$ cat config.mk
export PLATFORM = sky130hd
export DESIGN_NAME = max_min_n_finder
export DESIGN_NICKNAME = d
export VERILOG_FILES = /design/src/rtl/max_min_n_finder_pkg.sv /design/src/rtl/max_min_n_finder_cmp.sv /design/src/rtl/max_min_n_finder.sv
export SDC_FILE = /design/constraint.sdc
export NUM_CORES = 1
export LEC_CHECK = 0
export ABC_AREA = 1
export ABC_CLOCK_PERIOD_IN_PS = 1700
export CAP_MARGIN = 20
export CORE_ASPECT_RATIO = 0.9
export CORE_MARGIN = 3
export CORE_UTILIZATION = 48
export CTS_BUF_LIST = sky130_fd_sc_hd__clkbuf_8
export CTS_CLUSTER_DIAMETER = 150
export DETAILED_ROUTE_END_ITERATION = 6
export PLACE_DENSITY_LB_ADDON = 0.15
export SYNTH_ARGS = -nofsm -noshare
export SYNTH_HDL_FRONTEND = slang
export SYNTH_SLANG_ARGS = --single-unit
$ cat constraint.sdc
create_clock -name clk -period 1.7 [get_ports clk]
set_clock_uncertainty 0.05 [all_clocks]
set_input_delay 0.17 -clock clk [delete_from_list [all_inputs] [get_ports clk]]
set_output_delay 0.17 -clock clk [all_outputs]
set_load 0.005 [all_outputs]
$ cat src/rtl/max_min_n_finder_pkg.sv
// Shared state encoding and sizing helpers for max_min_n_finder.
package max_min_pkg;

  localparam int ST_W = 3;

  localparam logic [ST_W-1:0] ST_IDLE = 3'b001;
  localparam logic [ST_W-1:0] ST_SCAN = 3'b010;
  localparam logic [ST_W-1:0] ST_DONE = 3'b100;

  typedef enum logic [ST_W-1:0] {
    S_IDLE = ST_IDLE,
    S_SCAN = ST_SCAN,
    S_DONE = ST_DONE
  } state_e;

  // Count register must hold the value N itself, hence the extra bit.
  function automatic int cnt_w(input int n);
    return $clog2(n) + 1;
  endfunction

endpackage

$ cat src/rtl/max_min_n_finder_cmp.sv
// Strict greater/less comparator, unsigned or two's-complement by SIGNED.
module max_min_cmp #(
  parameter int W      = 3,
  parameter int SIGNED = 0
) (
  input  logic [W-1:0] a,
  input  logic [W-1:0] b,
  output logic         a_gt_b,
  output logic         a_lt_b
);

  generate
    if (SIGNED != 0) begin : g_signed
      assign a_gt_b = $signed(a) > $signed(b);
      assign a_lt_b = $signed(a) < $signed(b);
    end else begin : g_unsigned
      assign a_gt_b = a > b;
      assign a_lt_b = a < b;
    end
  endgenerate

endmodule

$ cat src/rtl/max_min_n_finder.sv
// Streaming running max/min over N operands with start/ack/abort handshake.
// Define MAX_MIN_INDEX_EN to add max_idx/min_idx position outputs.
module max_min_n_finder
  import max_min_pkg::*;
#(
  parameter int W      = 3,
  parameter int N      = 3,
  parameter int SIGNED = 0
) (
  input  logic                  clk,
  input  logic                  reset,
  input  logic                  start,
  input  logic                  ack,
  input  logic                  abort,
  input  logic                  din_valid,
  input  logic [W-1:0]          din,
  output logic                  din_ready,
  output logic [W-1:0]          max,
  output logic [W-1:0]          min,
  output logic [cnt_w(N)-1:0]   cnt,
  output logic                  busy,
  output logic                  done,
`ifdef MAX_MIN_INDEX_EN
  output logic [$clog2(N)-1:0]  max_idx,
  output logic [$clog2(N)-1:0]  min_idx,
`endif
  output logic [ST_W-1:0]       state
);

  localparam int CW = cnt_w(N);

  state_e state_q;
  logic   din_gt_max, din_lt_min;
  logic   unused_lt_max, unused_gt_min;
  logic   upd_max, upd_min;

  max_min_cmp #(.W(W), .SIGNED(SIGNED)) u_cmp_max (
    .a      (din),
    .b      (max),
    .a_gt_b (din_gt_max),
    .a_lt_b (unused_lt_max)
  );

  max_min_cmp #(.W(W), .SIGNED(SIGNED)) u_cmp_min (
    .a      (din),
    .b      (min),
    .a_gt_b (unused_gt_min),
    .a_lt_b (din_lt_min)
  );

  // First operand seeds both results; afterwards strict compares keep ties.
  assign upd_max = (cnt == '0) || din_gt_max;
  assign upd_min = (cnt == '0) || din_lt_min;

  // One-hot flop bits double as registered status outputs.
  assign state     = state_q;
  assign din_ready = state_q[1];
  assign busy      = state_q[1];
  assign done      = state_q[2];

  always_ff @(posedge clk or negedge reset) begin
    if (!reset) begin
      state_q <= S_IDLE;
      max     <= '0;
      min     <= '0;
      cnt     <= '0;
`ifdef MAX_MIN_INDEX_EN
      max_idx <= '0;
      min_idx <= '0;
`endif
    end else begin
      case (state_q)
        S_IDLE: begin
          if (start) begin
            state_q <= S_SCAN;
            cnt     <= '0;
          end
        end
        S_SCAN: begin
          if (abort) begin
            state_q <= S_IDLE;
          end else if (din_valid) begin
            if (upd_max) begin
              max <= din;
`ifdef MAX_MIN_INDEX_EN
              max_idx <= cnt[$clog2(N)-1:0];
`endif
            end
            if (upd_min) begin
              min <= din;
`ifdef MAX_MIN_INDEX_EN
              min_idx <= cnt[$clog2(N)-1:0];
`endif
            end
            cnt <= cnt + 1'b1;
            if (cnt == CW'(N - 1)) state_q <= S_DONE;
          end
        end
        S_DONE: begin
          if (abort || ack) state_q <= S_IDLE;
        end
        default: state_q <= S_IDLE;
      endcase
    end
  end

endmodule

# --- After elaboration in Yosys (flattened, before gate mapping) ---
# Index checks and enable logic that the tools add are counted.
totals:
  register_bits: 12
  in_bits: 9
  output_inout_bits: 15
  elab_cells: 37
classes:
  n_reduce_logical: 9
  order_cmp: 2
  n_eq_ne: 10
  bitwise: 1
  addsub: 1
  mux: 10
ops:
  columns: ["cell", "count"]
  rows:
  - ["3-bit two-way mux", 8]
  - ["4-bit AND reduction", 4]
  - ["3-bit case mux with 3 select lines", 1]
  - ["2-bit inequality test (second input constant)", 4]
  - ["3-bit by 2-bit equality test with 1-bit output (second input constant)", 2]
  - ["3-bit inequality test (second input constant)", 2]
  - ["3-bit case mux with 2 select lines", 1]
  - ["3-bit by 1-bit adder with 3-bit output (second input constant)", 1]
  - ["3-bit by 1-bit equality test with 1-bit output (second input constant)", 1]
  - ["3-bit equality test (second input constant)", 1]
  - ["3-bit > comparator", 1]
  - ["3-bit zero test", 1]
  - ["1-bit logical OR", 3]
  - ["3-bit less-than comparator", 1]
  - ["2-bit nonzero test", 1]
  - ["1-bit inverter", 1]

# --- Logic depth before layout (Yosys ltp) ---
# Gate-level depths: netlist of run 1.
logic_depth:
  depth_word: 5
  mapped_depth: 10

# --- Hierarchy ---
# Synthesis of run 1 repeated with hierarchy kept, for this count alone.
hier_totals:
  cells_unflattened: 114
  hier_area_um2: 872.1
modules_own_cells:
  columns: ["mod", "area_per_inst_um2", "cells_each", "n_inst", "seq_area_each_um2"]
  rows:
  - ["max_min_n_finder", 691.9, 84, 1, 301.5]
  - ["max_min_cmp", 90.1, 15, 2, 0.0]

# --- Worst setup path after synthesis of run 1 ---
# Ideal clock, no wire load.
synth_path:
  kind: "register -> register"
  start: "register min[2]"
  end: "register min[0]"
  arrival_ns: 1.136
  path_stages_with_launch: 9
  t_required_ns: 1.533
  path_slack_ns: 0.397
  cell_sequence: "dfrtp_1 inv_1 ha_1 a21oi_1 nand2_1 nand2_1 nand2_2 nand2_1 nand2_1"
synth_between:
  elab_chain_cells: 3
synth_rtl:
  columns: ["item", "line", "text"]
  rows:
  - ["start, declared", "max_min_n_finder.sv:19", "output logic [W-1:0] min,"]
  - ["start signal, assigned", "max_min_n_finder.sv:90", "min <= din;"]
  - ["3-bit less-than comparator", "max_min_n_finder_cmp.sv:18", "assign a_lt_b = a < b;"]
  - ["1-bit logical OR", "max_min_n_finder.sv:53", "assign upd_min = (cnt == '0) || din_lt_min;"]
  - ["4-bit AND reduction (no line)", null, null]
# No other way between the ends.
# A chain may end at the register's enable or synchronous reset.

# --- Final worst setup path of run 1 ---
layout_path:
  start: "register state_q[0], in the netlist state[0]"
  end: "output state[0]"
layout_lines:
  columns: ["item", "line", "text"]
  rows:
  - ["start, declared", "max_min_n_finder.sv:32", "state_e state_q;"]
  - ["start signal, assigned", "max_min_n_finder.sv:63", "state_q <= S_IDLE;"]
  - ["start signal, assigned", "max_min_n_finder.sv:75", "state_q <= S_SCAN;"]
  - ["start signal, assigned", "max_min_n_finder.sv:81", "state_q <= S_IDLE;"]
  - ["end, declared", "max_min_n_finder.sv:27", "output logic [ST_W-1:0] state"]
# No word-level cell between the ends.

==> results of run 1 <==
-- routing by layer --
| metal | share of wire (%) | track usage [%] | vias to the layer above |
|---|---|---|---|
| met3 | 5.7 | 6.60 | 3 |
| met1 | 50 | 22.9 | 327 |
| met4 | 1.0 | 5.11 | 0 |
| li1 | - | - | 385 |
| met5 | 0 | 0 | - |
| met2 | 43 | 28.9 | 22 |
-- logic make-up (layout without fill, tap and decap cells) --
group                      Yosys count  in the layout  share of synthesized area, %
AOI/OAI and AO/OA                    5              5                          3.58
DFF                                 12             12                          37.5
adders and majority gates            8              8                          12.5
xor gates and xnor gates             1              1                          1.09
buffers and inverters               20             47                          10.7
and+or+nand+nor                     58             58                          34.6
-- metrics by stage --
stage                     hold WS [ns]  cells  setup WS (ns)  util [%]  power, mW
final                            0.257    153          0.186      73.1       1.63
after global routing             0.279    153          0.115      73.1       1.78
after CTS                        0.257    153          0.172      73.1       1.65
after detailed placement         0.437    149         0.0433      70.1       1.38
after global placement           0.436    149         0.0736      70.1       1.34
after floorplan                 -0.176    104          0.397         -       1.00
-- cell usage in the layout, fill, tap and decap left out, drive strengths merged --
cell           count
nand2             35
clkdlybuf4s50     23
inv               18
nand3             15
dfrtp             11
ha                 8
nand4              4
a21oi              3
clkbuf             3
buf                3
nor2               2
o21ai              2
nor3               2
xnor2              1
dfstp              1
-- sequential cells by signal (all words and copies together), names as in the netlist --
register,cells
min,3
max,3
cnt,3
state,3
-- cell type report --
| class | count | area [um2] | area share [%] |
|---|---|---|---|
| multi-input cells | 72 | 415 | 37.6 |
| flip-flops and latches | 12 | 302 | 27.3 |
| repair buffers | 26 | 253 | 22.9 |
| inverters | 17 | 63.8 | 5.77 |
| clock buffers | 3 | 41.3 | 3.73 |
| well taps | 22 | 27.5 | 2.49 |
| clock inverters | 1 | 3.75 | 0.339 |
-- power by group through the flow --
stage                     Sequential, mW  Combinational, mW  Clock, mW
final                              0.519              0.852      0.263
after global routing               0.537              0.956      0.289
after CTS                          0.519              0.857      0.278
after detailed placement           0.522              0.854          0
after global placement             0.518              0.820          0
after floorplan                    0.518              0.482          0
-- worst max-delay path by stage --
stage              from        to  cells after the start
2_1_floorplan    min[2]    min[0]                      8
3_3_place_gp     din[2]    min[1]                      8
3_5_place_dp     din[2]    min[2]                      8
4_1_cts        state[0]  state[0]                      1
5_1_grt          min[2]    min[2]                      8
6_report       state[0]  state[0]                      1
==> impl_metrics.tcl, run 1 <==
set metrics [dict create \
    status "finished, final reports clean" \
    post_cts_resized 0 \
    synth_async_sr_flop_share_pct 100 \
    slowest_stage "dfstp_2" \
    syn_nets 121 \
    antenna_found_initial 0 \
    wl_mm 1.72 \
    fill_cells 128 \
    finalCriticalPeriod_ns 1.51 \
    worstPathArrival_ns 1.29 \
    endpoint_kind "primary output" \
    viasPerCell 4.82 \
    yosysSeqAreaShare_pct 37.5 \
    clk_path_buf_depth 2 \
    r2r_end "max[0]" \
    cts_sinks 12 \
    drtPass1Iterations 4 \
    cp_max_fo 4 \
    drtIter0Drc 16 \
    finalSetupTns_ns 0 \
    cts_buffers 3 \
    dieArea_um2 2200 \
    dominantRegCellSynth "dfrtp_1" \
    yosysUniqueCellTypes 18 \
    antenna_cells 0 \
    io_pins 24 \
    hold_path.class "input port to async pin" \
    rsz0062_at_grt "false" \
    reg2reg_from "max[2]" \
    power_density_nw_per_um2 1480 \
    yosysMostFrequentCell "nand2_1" \
    vias 737 \
    finalHoldViolCount 0 \
    cts_tree "done" \
    pwr-share-clk_pct 16.1 \
    synth_area_leaders "dfrtp_1 (34%), nand2_1 (15%), ha_1 (12%)" \
    rr_worst_depth 9 \
    clk_transition_reported_paths_ns 0.05 \
    drive_gt1_share_pct 11.5 \
    die_x_um 49.1 \
    setup_viol 0 \
    vdd_ir_drop_max_mv 0.763 \
    drv_cap 0 \
    synth_edf_count 0 \
    cp_cell_sequence "clkdlybuf4s50_1" \
    worstSetupPathType "register to primary output" \
    crit_path_start_kind "register" \
    grtUsageTotal_pct 18.0 \
    ys_warn_count 0 \
    die_h_um 44.8 \
    rrSetupSlack_ns 0.28 \
    grt_pass1_vias 712 \
    avgSynthCellArea_um2 7.72 \
    syn_area_um2 803 \
    pwr-share-seq_pct 31.8 \
    worstSkewPairLatency_ns 0.24 \
    sw_frac_of_total_pct 38.6 \
    wl_per_cell_um 11.3 \
    worst_ep_required_time_ns 1.48 \
    p_sw_mw 0.631 \
    hpwl_mm 1.39 \
    gp_congestion 0.791 \
    ant_nets 0 \
    ys_seq_elements 12 \
    area_growth_pct 37.7 \
    synth_top_area_share_pct 34.3 \
    io_buffers 23 \
    drv_slew 0 \
    clockRootBuffer "clkbuf_8" \
    crit_family "flip-flops" \
    start_util_pct 53.1 \
    fin_area_um2 1110 \
    route.detailed.drc 0 \
    max_slew.worst_pin.slew_ns 0.595 \
    grt_max_degree 13 \
    fmax_ghz 0.661 \
    yosys-top-cells-count "nand2_1 (33), inv_1 (14), nand3_1 (14)" \
    period_share_pct 89.1 \
    grt_pass1_wl_mm 2.99 \
    total_leakage_power_nw 0.566 \
    dpl_cell_area_um2 1060 \
    syn_inst 104 \
    cts_setup_buffers 0 \
    max_slew_margin_pct 60.2 \
    crit_buf_inv 1 \
    combPwrFrac_pct 52.1 \
    core-area_um2 1510 \
    cts_htree_levels 1 \
    synth_top_area_cell "dfrtp_1" \
    nets 149 \
    cts_hold_buf 0 \
    critPathMaxStageDelay_ns 0.55 \
    gr-total-overflow 0 \
    internal_power_mw 1.00 \
    num_rows 13 \
]
Power figures use the tool's default switching activity.
==> inputs of run 2 (changes only) <==
--- a/config.mk
+++ b/config.mk
@@ -10,11 +10,13 @@
 export CAP_MARGIN = 20
 export CORE_ASPECT_RATIO = 0.9
 export CORE_MARGIN = 3
-export CORE_UTILIZATION = 48
+export CORE_UTILIZATION = 49
 export CTS_BUF_LIST = sky130_fd_sc_hd__clkbuf_8
 export CTS_CLUSTER_DIAMETER = 150
 export DETAILED_ROUTE_END_ITERATION = 6
 export PLACE_DENSITY_LB_ADDON = 0.15
+export SLEW_MARGIN = 30
 export SYNTH_ARGS = -nofsm -noshare
 export SYNTH_HDL_FRONTEND = slang
+export SYNTH_HIERARCHICAL = 1
 export SYNTH_SLANG_ARGS = --single-unit
==> run 2 against run 1 <==
Critical path depth is 9 higher; sequential power up 4%; largest cell class unchanged; cell count grew 3.3%; sequential share of layout area fell by 2.3 points; sequential cell count did not move; count of clock-buffer cells in the layout is 1 higher.
==> impl_metrics.tcl, run 2 <==
set metrics [dict create \
    status "finished, final reports clean" \
    clk_transition_reported_paths_ns 0.05 \
    core-area_um2 1550 \
    crit_buf_inv 1 \
    cts_buffers 3 \
    multi_input_comb_area_um2 499 \
    gp_congestion 0.856 \
    io_buffers 23 \
    clockRootBuffer "clkbuf_8" \
    worstSetupPathType "register to register" \
    syn_nets 129 \
    nets 155 \
    regArea_um2 302 \
    crit_path_start_kind "register" \
    dpl_cell_area_um2 1100 \
    max_slew.worst_pin.slew_ns 0.535 \
    drv_cap 0 \
    worst_ep_required_time_ns 1.77 \
    grtUsageTotal_pct 18.2 \
    dieArea_um2 2290 \
    setup_viol 0 \
    route.detailed.drc 0 \
    cp_cell_sequence "inv_2 > ha_4 > nand2_1 > nor2_2 > nor2_2 > nor2_2 > o21bai_4 > nand3_4 > nand2_2 > o21ai_1" \
    num_rows 13 \
    total_leakage_power_nw 0.605 \
    avgSynthCellArea_um2 7.73 \
    mostFrequentLayoutCells "nand2_1 (23), clkdlybuf4s50_1 (22), inv_1 (20)" \
    vdd_ir_drop_max_mv 1.09 \
    antenna_cells 0 \
    syn_inst 111 \
    drive_gt1_share_pct 19.1 \
    die_h_um 45.7 \
    crit_family "simple AND/OR/NAND/NOR gates" \
    critPathMaxStageDelay_ns 0.41 \
    clk_path_buf_depth 2 \
    finalHoldViolCount 0 \
    grt_pass1_vias 724 \
    cts_sinks 12 \
    final_core_util_pct 78.3 \
    cp_max_fo 6 \
    slowest_stage "dfrtp_1" \
    worstSkewPairLatency_ns 0.24 \
    power_density_nw_per_um2 1540 \
    start_util_pct 55.5 \
    final_common_cell "nand2_1" \
    max_slew_margin_pct 64.2 \
    wl_per_cell_um 12.5 \
    hpwl_mm 1.47 \
    ant_nets 0 \
    worstPathArrival_ns 1.69 \
    wl_mm 1.98 \
    endpoint_kind "register" \
    cts_tree "done" \
    drtPass1Iterations 4 \
    ys_warn_count 6 \
    cts_htree_levels 1 \
    hold_path.class "input port to async pin" \
    grt_pass1_wl_mm 3.05 \
    antenna_found_initial 0 \
    die_x_um 50.1 \
    viasPerCell 4.86 \
    fmax_ghz 0.619 \
    syn_area_um2 858 \
    vias 768 \
    cts_setup_buffers 0 \
    period_share_pct 95.0 \
    drv_slew 0 \
    grt_max_degree 13 \
    cpMostUsedCell "nor2_2" \
    fill_cells 105 \
    gr-total-overflow 0 \
    io_pins 24 \
    area_growth_pct 41.0 \
    finalCriticalPeriod_ns 1.61 \
    drtIter0Drc 11 \
    fin_area_um2 1210 \
]
run 2: cell count changes in the layout (fill, tap and decap cells not counted), moves of 3 or more:
cell / before / now
nand3_1: 14 / 6
o21ai_1: 1 / 6
a21oi_1: 3 / 0
nand2_1: 33 / 23
inv_1: 15 / 20
nor2_1: 2 / 9
nand4_1: 4 / 1
nor2_2: 0 / 5
run 2: metrics by stage:
stage,setup slack (ns),TNS (ns),cells,power (mW),hold WS (ns)
finish,0.0854,0,158,1.86,0.234
global route,-0.0209,-0.0366,158,2.01,0.267
CTS,0.0813,0,158,1.78,0.236
detailed placement,-0.132,-0.658,154,1.46,0.470
global placement,-0.0627,-0.310,154,1.42,0.451
floorplan,0.243,0,111,1.08,-0.176
run 2: cell type report:
| class | count | area share [%] |
|---|---|---|
| Clock buffer | 4 | 4.55 |
| Multi-Input combinational cell | 73 | 41.3 |
| Timing Repair Buffer | 24 | 19.9 |
| Inverter | 23 | 7.14 |
| Sequential cell | 12 | 24.9 |
| Tap cell | 22 | 2.28 |
run 2: worst paths after layout:
path	start	end	slack, ns	cells after the start
min	reset	cnt[2]	0.23	1
max in group asynchronous	reset	state[0]	1.00	1
min reg2reg	min[2]	min[2]	0.47	2
max	max[2]	max[1]	0.09	10
max reg2reg	max[2]	max[1]	0.09	10
min in group clk	din[2]	min[2]	0.29	3
run 2: where the power goes:
part | switching (mW) | internal (mW)
Combinational | 0.503 | 0.515
Clock | 0.101 | 0.204
Sequential | 0.134 | 0.405
run 2: per-layer routing:
layer	global-route usage, %	share of wire [%]	wire length (um)	vias to the layer above
met3	7.54	6.7	133	0
met2	32.3	50	993	26
met5	0	0	0	-
met1	21.0	43	849	351
li1	-	-	-	391
met4	3.31	0	0	0
run 2: timing repair:
action,4_1_cts,5_1_grt
endpoints found under the setup margin,0,5
resized for setup,0,9
hold buffers,0,0
==> inputs of run 3 (changes only) <==
--- a/config.mk
+++ b/config.mk
@@ -5,12 +5,11 @@
 export SDC_FILE = /design/constraint.sdc
 export NUM_CORES = 1
 export LEC_CHECK = 0
-export ABC_AREA = 1
 export ABC_CLOCK_PERIOD_IN_PS = 1700
 export CAP_MARGIN = 20
 export CORE_ASPECT_RATIO = 0.9
 export CORE_MARGIN = 3
-export CORE_UTILIZATION = 49
+export CORE_UTILIZATION = 48
 export CTS_BUF_LIST = sky130_fd_sc_hd__clkbuf_8
 export CTS_CLUSTER_DIAMETER = 150
 export DETAILED_ROUTE_END_ITERATION = 6
==> run 3 against run 2 <==
Count of clock-buffer cells in the layout stayed put; worst hold slack got worse by 0.0048 ns; sequential share of layout area decreased by 0.20 points; first-iteration DRC count down 36%; sequential power fell by 10%; worst setup slack worse by 0.058 ns; critical endpoint is now min[2]; largest cell class unchanged; highest routed layer is now met4.
==> impl_metrics.tcl, run 3 <==
set metrics [dict create \
    core-area_um2 1530 \
    route.detailed.drc 0 \
    io_buffers 23 \
    clockRootBuffer "clkbuf_8" \
    worstPathArrival_ns 1.75 \
    dieArea_um2 2250 \
    post-place-ws_ns -0.359 \
    vias 673 \
    syn_inst 72 \
    drv_slew 0 \
    start_util_pct 53.8 \
    drtPass1Iterations 4 \
    dpl_cell_area_um2 1110 \
    finalHoldViolCount 0 \
    status "finished, final reports clean" \
    hold_path.class "input port to async pin" \
    cts_sinks 12 \
    period_share_pct 98.4 \
    worstSetupPathType "register to register" \
    grt_max_degree 13 \
    cts_tree "done" \
    gp_congestion 0.803 \
    final_common_cell "clkdlybuf4s50_1" \
    clk_transition_reported_paths_ns 0.05 \
    num_rows 13 \
    cts_buffers 3 \
    die_x_um 49.6 \
    antenna_found_initial 0 \
    total_leakage_power_nw 0.565 \
    antenna_cells 0 \
    wl_per_cell_um 16.5 \
    rr_worst_depth 6 \
    power_density_nw_per_um2 1380 \
    avgSynthCellArea_um2 11.4 \
    nets 124 \
    wl_mm 2.09 \
    drv_cap 0 \
    drive_gt1_share_pct 31.4 \
    syn_area_um2 822 \
    ant_nets 0 \
    fin_area_um2 1220 \
    ys_warn_count 6 \
    syn_nets 90 \
    worstSkewPairLatency_ns 0.24 \
    setup_viol 0 \
    finalCriticalPeriod_ns 1.67 \
    gr-total-overflow 0 \
    cts_htree_levels 1 \
    hpwl_mm 1.40 \
    area_growth_pct 48.4 \
    io_pins 24 \
    dp.cells 121 \
    cts_hold_buf 0 \
    clk_path_buf_depth 2 \
    rsz0062_at_grt "true" \
    max_slew_margin_pct 64.4 \
    worst_ep_required_time_ns 1.77 \
    max_slew.worst_pin.slew_ns 0.533 \
    r2r_end "min[2]" \
    crit_path_start_kind "register" \
    rrSetupSlack_ns 0.03 \
    grt_pass1_vias 705 \
    grtUsageTotal_pct 20.8 \
    vdd_ir_drop_max_mv 0.903 \
    mostFrequentLayoutCells "clkdlybuf4s50_1 (20), dfrtp_1 (11), buf_4 (9)" \
    cp_max_fo 3 \
    viasPerCell 5.30 \
    reg2reg_from "min[1]" \
    setup_ws_ns 0.0277 \
    fmax_ghz 0.598 \
    stdcell_count 127 \
    endpoint_kind "register" \
    drtIter0Drc 7 \
    die_h_um 45.3 \
    grt_pass1_wl_mm 3.35 \
]
run 3: where the power goes:
| part | internal (mW) | switching (mW) | leakage, nW |
|---|---|---|---|
| Combinational | 0.536 | 0.350 | 0.382 |
| Sequential | 0.382 | 0.100 | 0.154 |
| Clock | 0.205 | 0.108 | 0.0288 |
| Total | 1.12 | 0.558 | 0.565 |
run 3: worst max-delay path by stage:
stage / startpoint / cells after the start / slack [ns] / to
after detailed placement: din[0] / 7 / -0.36 / max[0]
after global routing: min[1] / 6 / -0.03 / min[2]
after floorplan: max[2] / 6 / 0.03 / max[0]
after global placement: din[0] / 7 / -0.32 / max[1]
final: min[1] / 6 / 0.03 / min[2]
after CTS: max[2] / 6 / 0.005 / max[0]
run 3: routing by layer:
metal	track usage, %	wire length, um	share of wire, %	vias to the layer above
li1	-	-	-	314
met1	25.6	955	46	337
met2	35.1	1030	49	18
met3	5.61	71	3.4	4
met4	8.29	29	1.4	0
met5	0	0	0	-
run 3: layout make-up:
cell class	count	area [um2]
clock buffers	4	55.1
fillers	104	309
inverters	10	37.5
multi-input cells	47	504
flip-flops and latches	12	302
well taps	22	27.5
repair buffers	32	294
run 3: stage by stage:
step	hold slack, ns	TNS [ns]	total power, mW	utilization (%)
final	0.230	0	1.68	79.8
after global routing	0.256	-0.0666	1.78	79.8
after CTS	0.237	0	1.59	77.0
after detailed placement	0.479	-1.98	1.24	72.6
after global placement	0.472	-1.73	1.20	72.6
after floorplan	-0.176	0	0.863	-
run 3: timing repair:
action / 4_1_cts / 5_1_grt
gates resized for setup: 5 / 5
pin swaps: 2 / 4
setup endpoints to repair: 6 / 6
setup buffers: 0 / 2
run 3: worst max-delay path, cell delays in order (launching register included):
cell and delay (ns):
dfrtp_1 0.37, inv_2 0.06, ha_4 0.26, nand3b_1 0.08, and2_4 0.15, o211ai_4 0.25, mux2_4 0.33
